==> src/rtl/recirc_pkg.sv <==
// recirc_pkg: shared state encoding and default sizing for the recirculation merge path
package recirc_pkg;
  typedef enum logic [1:0] {GEN, LOOP, DRAIN, GUARD} state_e;
  localparam int LANES = 4;
  localparam int DEF_DATA_W = 8;
  localparam int DEF_FIFO_DEPTH = 4;
  localparam int DEF_GUARD_CYCLES = 2;
endpackage

==> src/rtl/recirc_merge_lane_fifo.sv <==
// lane_fifo: per-lane elastic FIFO with flush, occupancy count and drop-on-full overflow pulse
module lane_fifo #(
  parameter int DATA_W = 8,
  parameter int DEPTH = 4
) (
  input  logic clk,
  input  logic reset,
  input  logic push,
  input  logic pop,
  input  logic flush,
  input  logic [DATA_W-1:0] din,
  output logic [DATA_W-1:0] dout,
  output logic empty,
  output logic full,
  output logic [$clog2(DEPTH+1)-1:0] count,
  output logic ovf
);
  localparam int PW = $clog2(DEPTH);
  localparam int CW = $clog2(DEPTH+1);
  logic [DATA_W-1:0] mem_q [DEPTH];
  logic [DATA_W-1:0] mem_d [DEPTH];
  logic [PW-1:0] wr_q, wr_d, rd_q, rd_d;
  logic [CW-1:0] count_q, count_d;
  logic wr, rd;
  assign empty = count_q == '0;
  assign full = count_q == CW'(DEPTH);
  assign count = count_q;
  assign dout = mem_q[rd_q];
  // a pop frees the slot in the same cycle, so push+pop on a full FIFO is accepted
  always_comb begin
    rd = pop && !empty;
    wr = push && (!full || rd);
    ovf = push && full && !rd;
    mem_d = mem_q;
    if (wr) mem_d[wr_q] = din;
    wr_d = flush ? '0 : wr_q + PW'(wr);
    rd_d = flush ? '0 : rd_q + PW'(rd);
    count_d = flush ? '0 : count_q + CW'(wr) - CW'(rd);
  end
  always_ff @(posedge clk) begin
    if (reset) begin
      wr_q <= '0;
      rd_q <= '0;
      count_q <= '0;
    end else begin
      wr_q <= wr_d;
      rd_q <= rd_d;
      count_q <= count_d;
    end
  end
  always_ff @(posedge clk) mem_q <= mem_d;
endmodule

==> src/rtl/recirc_merge.sv <==
// recirc_merge: merges deskewed loopback lanes and generator lanes into one 4-lane stream with drain/guard switching
module recirc_merge
  import recirc_pkg::*;
#(
  parameter int DATA_W = DEF_DATA_W,
  parameter int FIFO_DEPTH = DEF_FIFO_DEPTH,
  parameter int GUARD_CYCLES = DEF_GUARD_CYCLES
) (
  input  logic clk,
  input  logic reset,
  input  logic recirculacion,
  input  logic [DATA_W-1:0] loop_data0,
  input  logic [DATA_W-1:0] loop_data1,
  input  logic [DATA_W-1:0] loop_data2,
  input  logic [DATA_W-1:0] loop_data3,
  input  logic loop_valid0,
  input  logic loop_valid1,
  input  logic loop_valid2,
  input  logic loop_valid3,
  input  logic [DATA_W-1:0] gen_data0,
  input  logic [DATA_W-1:0] gen_data1,
  input  logic [DATA_W-1:0] gen_data2,
  input  logic [DATA_W-1:0] gen_data3,
  input  logic gen_valid0,
  input  logic gen_valid1,
  input  logic gen_valid2,
  input  logic gen_valid3,
  output logic [DATA_W-1:0] data_out0,
  output logic [DATA_W-1:0] data_out1,
  output logic [DATA_W-1:0] data_out2,
  output logic [DATA_W-1:0] data_out3,
  output logic valid_out0,
  output logic valid_out1,
  output logic valid_out2,
  output logic valid_out3,
  output logic recirc_active,
  output logic switch_busy,
  output logic [3:0] overflow
);
  localparam int CW = $clog2(FIFO_DEPTH+1);
  localparam int GW = (GUARD_CYCLES > 1) ? $clog2(GUARD_CYCLES) : 1;
  state_e state_q, state_d, target_q, target_d;
  logic sel_q;
  logic [GW-1:0] gcnt_q, gcnt_d;
  logic [DATA_W-1:0] loop_in [LANES];
  logic [DATA_W-1:0] gen_in [LANES];
  logic [DATA_W-1:0] head [LANES];
  logic [DATA_W-1:0] data_q [LANES];
  logic [DATA_W-1:0] data_d [LANES];
  logic [LANES-1:0] loop_v, gen_v, valid_q, valid_d, empty_w, full_w, ovf_w, overflow_q, overflow_d;
  logic [CW-1:0] count_w [LANES];
  logic all_ne, pop_all, flush, guard_done, unused_fifo;
  assign loop_in = '{loop_data0, loop_data1, loop_data2, loop_data3};
  assign gen_in = '{gen_data0, gen_data1, gen_data2, gen_data3};
  assign loop_v = {loop_valid3, loop_valid2, loop_valid1, loop_valid0};
  assign gen_v = {gen_valid3, gen_valid2, gen_valid1, gen_valid0};
  assign all_ne = ~|empty_w;
  assign pop_all = (state_q == LOOP || state_q == DRAIN) && all_ne;
  // FIFOs stay empty outside LOOP; a DRAIN ends by discarding any unmatched residue
  assign flush = state_q == GEN || state_q == GUARD || (state_q == DRAIN && !all_ne);
  assign guard_done = gcnt_q == GW'(GUARD_CYCLES-1);
  assign unused_fifo = ^{full_w, count_w[0], count_w[1], count_w[2], count_w[3]};
  for (genvar g = 0; g < LANES; g++) begin : g_lane
    lane_fifo #(.DATA_W(DATA_W), .DEPTH(FIFO_DEPTH)) u_fifo (
      .clk(clk), .reset(reset), .push(state_q == LOOP && loop_v[g]), .pop(pop_all), .flush(flush),
      .din(loop_in[g]), .dout(head[g]), .empty(empty_w[g]), .full(full_w[g]), .count(count_w[g]), .ovf(ovf_w[g])
    );
  end
  always_comb begin
    state_d = state_q;
    target_d = target_q;
    gcnt_d = gcnt_q;
    case (state_q)
      GEN: if (sel_q) begin state_d = GUARD; target_d = LOOP; end
      LOOP: if (!sel_q) begin state_d = DRAIN; target_d = GEN; end
      DRAIN: if (!all_ne) state_d = GUARD;
      GUARD: begin
        gcnt_d = guard_done ? '0 : gcnt_q + 1'b1;
        state_d = guard_done ? target_q : GUARD;
      end
      default: state_d = GEN;
    endcase
    overflow_d = overflow_q | ovf_w;
    for (int i = 0; i < LANES; i++) begin
      valid_d[i] = (state_q == GEN) ? gen_v[i] : pop_all;
      data_d[i] = (state_q == GEN) ? gen_in[i] : (pop_all ? head[i] : '0);
    end
  end
  always_ff @(posedge clk) begin
    if (reset) begin
      state_q <= GEN;
      target_q <= GEN;
      sel_q <= 1'b0;
      gcnt_q <= '0;
      overflow_q <= '0;
      valid_q <= '0;
      data_q <= '{default: '0};
    end else begin
      state_q <= state_d;
      target_q <= target_d;
      sel_q <= recirculacion;
      gcnt_q <= gcnt_d;
      overflow_q <= overflow_d;
      valid_q <= valid_d;
      data_q <= data_d;
    end
  end
  assign {valid_out3, valid_out2, valid_out1, valid_out0} = valid_q;
  assign data_out0 = data_q[0];
  assign data_out1 = data_q[1];
  assign data_out2 = data_q[2];
  assign data_out3 = data_q[3];
  assign recirc_active = state_q == LOOP;
  assign switch_busy = state_q == DRAIN || state_q == GUARD;
  assign overflow = overflow_q;
endmodule

==> config.mk <==
export PLATFORM = sky130hd
export DESIGN_NAME = recirc_merge
export DESIGN_NICKNAME = d
export VERILOG_FILES = /design/src/rtl/recirc_pkg.sv /design/src/rtl/recirc_merge_lane_fifo.sv /design/src/rtl/recirc_merge.sv
export SDC_FILE = /design/constraint.sdc
export NUM_CORES = 1
export LEC_CHECK = 0
export ABC_AREA = 1
export CORE_MARGIN = 2
export CORE_UTILIZATION = 59
export DETAILED_ROUTE_END_ITERATION = 12
export GPL_ROUTABILITY_DRIVEN = 0
export PLACE_DENSITY = 0.91
export SYNTH_ARGS = -nofsm -noshare
export SYNTH_HDL_FRONTEND = slang
export SYNTH_SLANG_ARGS = --single-unit
export TNS_END_PERCENT = 50
==> constraint.sdc <==
create_clock -name clk -period 7.28 [get_ports clk]
set_clock_uncertainty 0.2 [all_clocks]
set_input_delay 1.456 -clock clk [delete_from_list [all_inputs] [get_ports clk]]
set_output_delay 1.456 -clock clk [all_outputs]
set_load 0.01 [all_outputs]
==> impl_results.html <==
<table>
<tr><th>Metric</th><th>Value</th></tr>
<tr><th colspan="2">Pwr</th></tr>
<tr><td>Pwr per Cell Area</td><td>234 nW/µm²</td></tr>
<tr><td>Maximum vdd ir drop</td><td>0.000170 V</td></tr>
<tr><td>Part of the power in the clock network</td><td>39.1%</td></tr>
<tr><td>Power spent charging and discharging nets</td><td>0.577 mW</td></tr>
<tr><td>Part of the power in combinational logic</td><td>9.9%</td></tr>
<tr><td>Leak pwr</td><td>4.47 nW</td></tr>
<tr><td>Share of power burned in registers</td><td>51.0%</td></tr>
<tr><td>Switching share of total power</td><td>23.5%</td></tr>
<tr><td>Pint</td><td>1.88 mW</td></tr>
<tr><th colspan="2">Setup path</th></tr>
<tr><td>Critical path required time</td><td>5.62 ns</td></tr>
<tr><td>Largest fanout on the critical path</td><td>8</td></tr>
<tr><td>Worst Path Arrival</td><td>2.02 ns</td></tr>
<tr><td>CP Capture Type</td><td>primary output</td></tr>
<tr><td>Element type at the critical path start</td><td>flip-flop</td></tr>
<tr><td>Critical path start-end classification</td><td>reg2out</td></tr>
<tr><th colspan="2">Clock tree</th></tr>
<tr><td>Clock sink count</td><td>201</td></tr>
<tr><td>Clock tree from TritonCTS</td><td>built</td></tr>
<tr><td>Hold-fix buffers at CTS</td><td>0</td></tr>
<tr><td>Clock latency reported for the late side of the worst-skew pair</td><td>0.49 ns</td></tr>
<tr><td>Maximum root-to-sink buffer count</td><td>3</td></tr>
<tr><td>Post-cts sizing count</td><td>0</td></tr>
<tr><td>Clk pin slew, worst setup/hold paths</td><td>0.06 ns</td></tr>
<tr><td>CTS Buf Count</td><td>21</td></tr>
<tr><td>CTS root buf</td><td>sky130_fd_sc_hd__clkbuf_16</td></tr>
<tr><td>Total number of H-tree levels</td><td>1</td></tr>
<tr><td>Post-CTS Setup Repair Bufs</td><td>0</td></tr>
<tr><th colspan="2">Synth</th></tr>
<tr><td>Synthesized area per cell</td><td>9.28 µm²</td></tr>
<tr><td>Post-synthesis adder-cell area fraction</td><td>2.78%</td></tr>
<tr><td>Cell variety after synth</td><td>30</td></tr>
<tr><td>Total nets after synthesis</td><td>1031</td></tr>
<tr><td>Register bit total from synthesis</td><td>201</td></tr>
<tr><td>Fraction of synthesized area in multiplexers</td><td>0%</td></tr>
<tr><td>Share of synthesized area occupied by flip-flops and latches</td><td>60.9%</td></tr>
<tr><td>XOR/XNOR Fraction of Synth Area</td><td>1.11%</td></tr>
<tr><td>Number of flops mapped to enable cells by yosys</td><td>128</td></tr>
<tr><td>Share of synthesized registers carrying an async set or reset</td><td>0%</td></tr>
<tr><td>Synth Area in Compound Gates</td><td>2.89%</td></tr>
<tr><td>Cell type with the highest aggregate area in the netlist</td><td>sky130_fd_sc_hd__edfxtp_1</td></tr>
<tr><td>YS warnings</td><td>0</td></tr>
<tr><td>Most used DFF post-synth</td><td>sky130_fd_sc_hd__edfxtp_1</td></tr>
<tr><td>Largest family of logic cells by synthesized area</td><td>simple AND/OR/NAND/NOR gates</td></tr>
<tr><td>Post-synthesis share of cell area spent on and, or, nand and nor gates</td><td>21.9%</td></tr>
<tr><td>Largest cells by area after synthesis</td><td>sky130_fd_sc_hd__edfxtp_1, sky130_fd_sc_hd__dfxtp_1, sky130_fd_sc_hd__nand2_1, sky130_fd_sc_hd__inv_1, sky130_fd_sc_hd__nand3_1</td></tr>
<tr><td>Count of mapped cells out of synthesis</td><td>939</td></tr>
<tr><td>Area of the mapped netlist</td><td>8720 µm²</td></tr>
<tr><td>Yosys top cell area share</td><td>44.1%</td></tr>
<tr><th colspan="2">Layout</th></tr>
<tr><td>Synthesis-to-layout area growth</td><td>20.6%</td></tr>
<tr><td>Most frequent standard cell in the layout excluding fill and tap cells</td><td>sky130_fd_sc_hd__nand2_1</td></tr>
<tr><td>Count of antenna diodes in the layout</td><td>0</td></tr>
<tr><td>Post-route core utilization</td><td>72.6%</td></tr>
<tr><td>Register cell area after layout</td><td>5310 µm²</td></tr>
<tr><td>Proportion of layout cells with a drive suffix above 1</td><td>5.41%</td></tr>
<tr><td>Commonest non-fill, non-tap cells in the layout</td><td>sky130_fd_sc_hd__nand2_1, sky130_fd_sc_hd__inv_1, sky130_fd_sc_hd__edfxtp_1</td></tr>
<tr><td>Area used by multi-input combinational logic</td><td>2500 µm²</td></tr>
<tr><td>Fill cells</td><td>971</td></tr>
<tr><td>Net count of the finished layout</td><td>1132</td></tr>
<tr><th colspan="2">Timing</th></tr>
<tr><td>Final critical-path required period</td><td>3.67 ns</td></tr>
<tr><td>Setup repair after global routing missed its margin</td><td>false</td></tr>
<tr><td>Achievable frequency</td><td>272 MHz</td></tr>
<tr><td>Fin. max-slew vios</td><td>0</td></tr>
<tr><td>Post-route clock period utilization</td><td>50.4%</td></tr>
<tr><td>Actual slew at the worst max-slew pin</td><td>1.26 ns</td></tr>
<tr><td>Crit path setup slack, layout</td><td>3.61 ns</td></tr>
<tr><td>Sum of negative setup slack</td><td>0 ns</td></tr>
<tr><td>Total count of hold-check failures in the final report</td><td>0</td></tr>
<tr><td>Slew headroom</td><td>15.8%</td></tr>
<tr><td>Setup violators final</td><td>0</td></tr>
<tr><th colspan="2">Global routing</th></tr>
<tr><td>Total GRT Usage</td><td>24.7%</td></tr>
<tr><td>Wire length of the first global-routing pass</td><td>31300 µm</td></tr>
<tr><td>Antenna violations before repair</td><td>0</td></tr>
<tr><td>Grt ovf</td><td>0</td></tr>
<tr><td>Pin count of the biggest net entering global routing</td><td>44</td></tr>
<tr><td>Vias in the first global route</td><td>6546</td></tr>
<tr><th colspan="2">Detailed routing</th></tr>
<tr><td>Iteration count of the initial detailed-routing pass</td><td>5</td></tr>
<tr><td>Vias after detailed routing</td><td>6580</td></tr>
<tr><td>Post-route DRC violation count</td><td>0</td></tr>
<tr><td>Number of nets with antenna violations after routing</td><td>0</td></tr>
<tr><td>Starting DRT DRC Count</td><td>540</td></tr>
<tr><td>Routed wire length</td><td>19700 µm</td></tr>
<tr><td>Routed vias/inst</td><td>5.32</td></tr>
<tr><td>Routed WL per cell</td><td>15.9 µm</td></tr>
<tr><th colspan="2">Floorplanning</th></tr>
<tr><td>Die Span X</td><td>126 µm</td></tr>
<tr><td>I/O pin cnt</td><td>117</td></tr>
<tr><td>Effective utilization at floorplan</td><td>60.2%</td></tr>
<tr><td>Number of placement rows</td><td>44</td></tr>
<tr><td>Height of the die</td><td>126 µm</td></tr>
<tr><td>Core footprint</td><td>14500 µm²</td></tr>
<tr><td>Die footprint</td><td>15800 µm²</td></tr>
<tr><th colspan="2">Run</th></tr>
<tr><td>Maxcap violations</td><td>0</td></tr>
<tr><th colspan="2">Place</th></tr>
<tr><td>Dpl ws</td><td>3.54 ns</td></tr>
<tr><td># port buffers</td><td>116</td></tr>
<tr><td>HPWL Detailed</td><td>12700 µm</td></tr>
<tr><th colspan="2">Min path</th></tr>
<tr><td>HP Class</td><td>reg2reg</td></tr>
<tr><th colspan="2">Outcome</th></tr>
<tr><td>Status</td><td>finished, final reports clean</td></tr>
</table>
==> flip-flops by register name, indices dropped and copies added, names as in the netlist <==
name / count
data_out0: 8
target_q: 1
valid_q: 4
data_out1: 8
gcnt_q: 1
overflow: 4
g_lane.u_fifo.mem_q: 128
data_out3: 8
state_q: 2
sel_q: 1
g_lane.u_fifo.count: 12
g_lane.u_fifo.wr_q: 8
g_lane.u_fifo.rd_q: 8
data_out2: 8
==> worst max-delay path, stage by stage (launching register included) <==
cell and delay (ns):
sky130_fd_sc_hd__dfxtp_1 0.35, sky130_fd_sc_hd__inv_1 0.10, sky130_fd_sc_hd__ha_1 0.43, sky130_fd_sc_hd__clkdlybuf4s50_1 0.64
==> per-stage QoR <==
stage               power, mW  cell area [µm²]  instances  hold slack, ns
CTS                      2.46            10500       1238           0.250
floorplan                1.40             8720        939           0.244
detailed placement       1.52             9900       1201           0.241
finish                   2.46            10500       1238           0.247
global route             2.53            10500       1238           0.276
global placement         1.51             9900       1201           0.238
==> cells by family after synthesis <==
group,Yosys count
DFF,201
xor gates and xnor gates,11
and+or+nand+nor,436
adders and majority gates,17
AOI/OAI and AO/OA,49
buffers and inverters,225
==> layer usage <==
layer | GRT usage (%) | wire [µm]
met5 | 0 | 0
met4 | 9.61 | 631
met1 | 29.7 | 7740
met2 | 44.0 | 9860
met3 | 4.62 | 1460
==> path summary, 6_finish.rpt <==
check / startpoint / endpoint / slack (ns) / depth (start not counted)
worst max-delay path: state_q[1]$_SDFFE_PP0P_ / recirc_active / 3.61 / 3
worst max register to register: g_lane[2].u_fifo.count[1]$_SDFF_PP0_ / g_lane[3].u_fifo.count[2]$_SDFF_PP0_ / 3.85 / 14
worst min register to register: overflow[3]$_SDFF_PP0_ / overflow[3]$_SDFF_PP0_ / 0.25 / 2
worst min-delay path: overflow[3]$_SDFF_PP0_ / overflow[3]$_SDFF_PP0_ / 0.25 / 2
==> Yosys cell counts (5+ instances only) <==
cell,instances
sky130_fd_sc_hd__nand2_1,259
sky130_fd_sc_hd__inv_1,176
sky130_fd_sc_hd__edfxtp_1,128
sky130_fd_sc_hd__dfxtp_1,73
sky130_fd_sc_hd__nand3_1,71
sky130_fd_sc_hd__nor2_1,48
sky130_fd_sc_hd__a21oi_1,46
sky130_fd_sc_hd__nand4_1,36
sky130_fd_sc_hd__buf_2,19
sky130_fd_sc_hd__ha_1,13
sky130_fd_sc_hd__xnor2_1,10
sky130_fd_sc_hd__clkbuf_1,8
sky130_fd_sc_hd__buf_1,6
sky130_fd_sc_hd__nor2_2,6
sky130_fd_sc_hd__inv_2,5
==> power by group through the flow <==
stage | Clock (mW) | Sequential (mW) | Combinational (mW)
4_1_cts | 0.962 | 1.25 | 0.242
3_5_place_dp | 0 | 1.28 | 0.239
3_3_place_gp | 0 | 1.28 | 0.233
2_1_floorplan | 0 | 1.28 | 0.117
6_report | 0.962 | 1.25 | 0.244
5_1_grt | 1.01 | 1.26 | 0.263
==> layout make-up <==
| class | count | area share (%) |
|---|---|---|
| clock buffers | 29 | 5.38 |
| clock inverters | 8 | 0.417 |
| inverters | 185 | 6.61 |
| multi-input cells | 513 | 23.8 |
| flip-flops and latches | 201 | 50.5 |
| well taps | 184 | 2.19 |
| repair buffers | 118 | 11.1 |
Power figures use the tool's default switching activity.
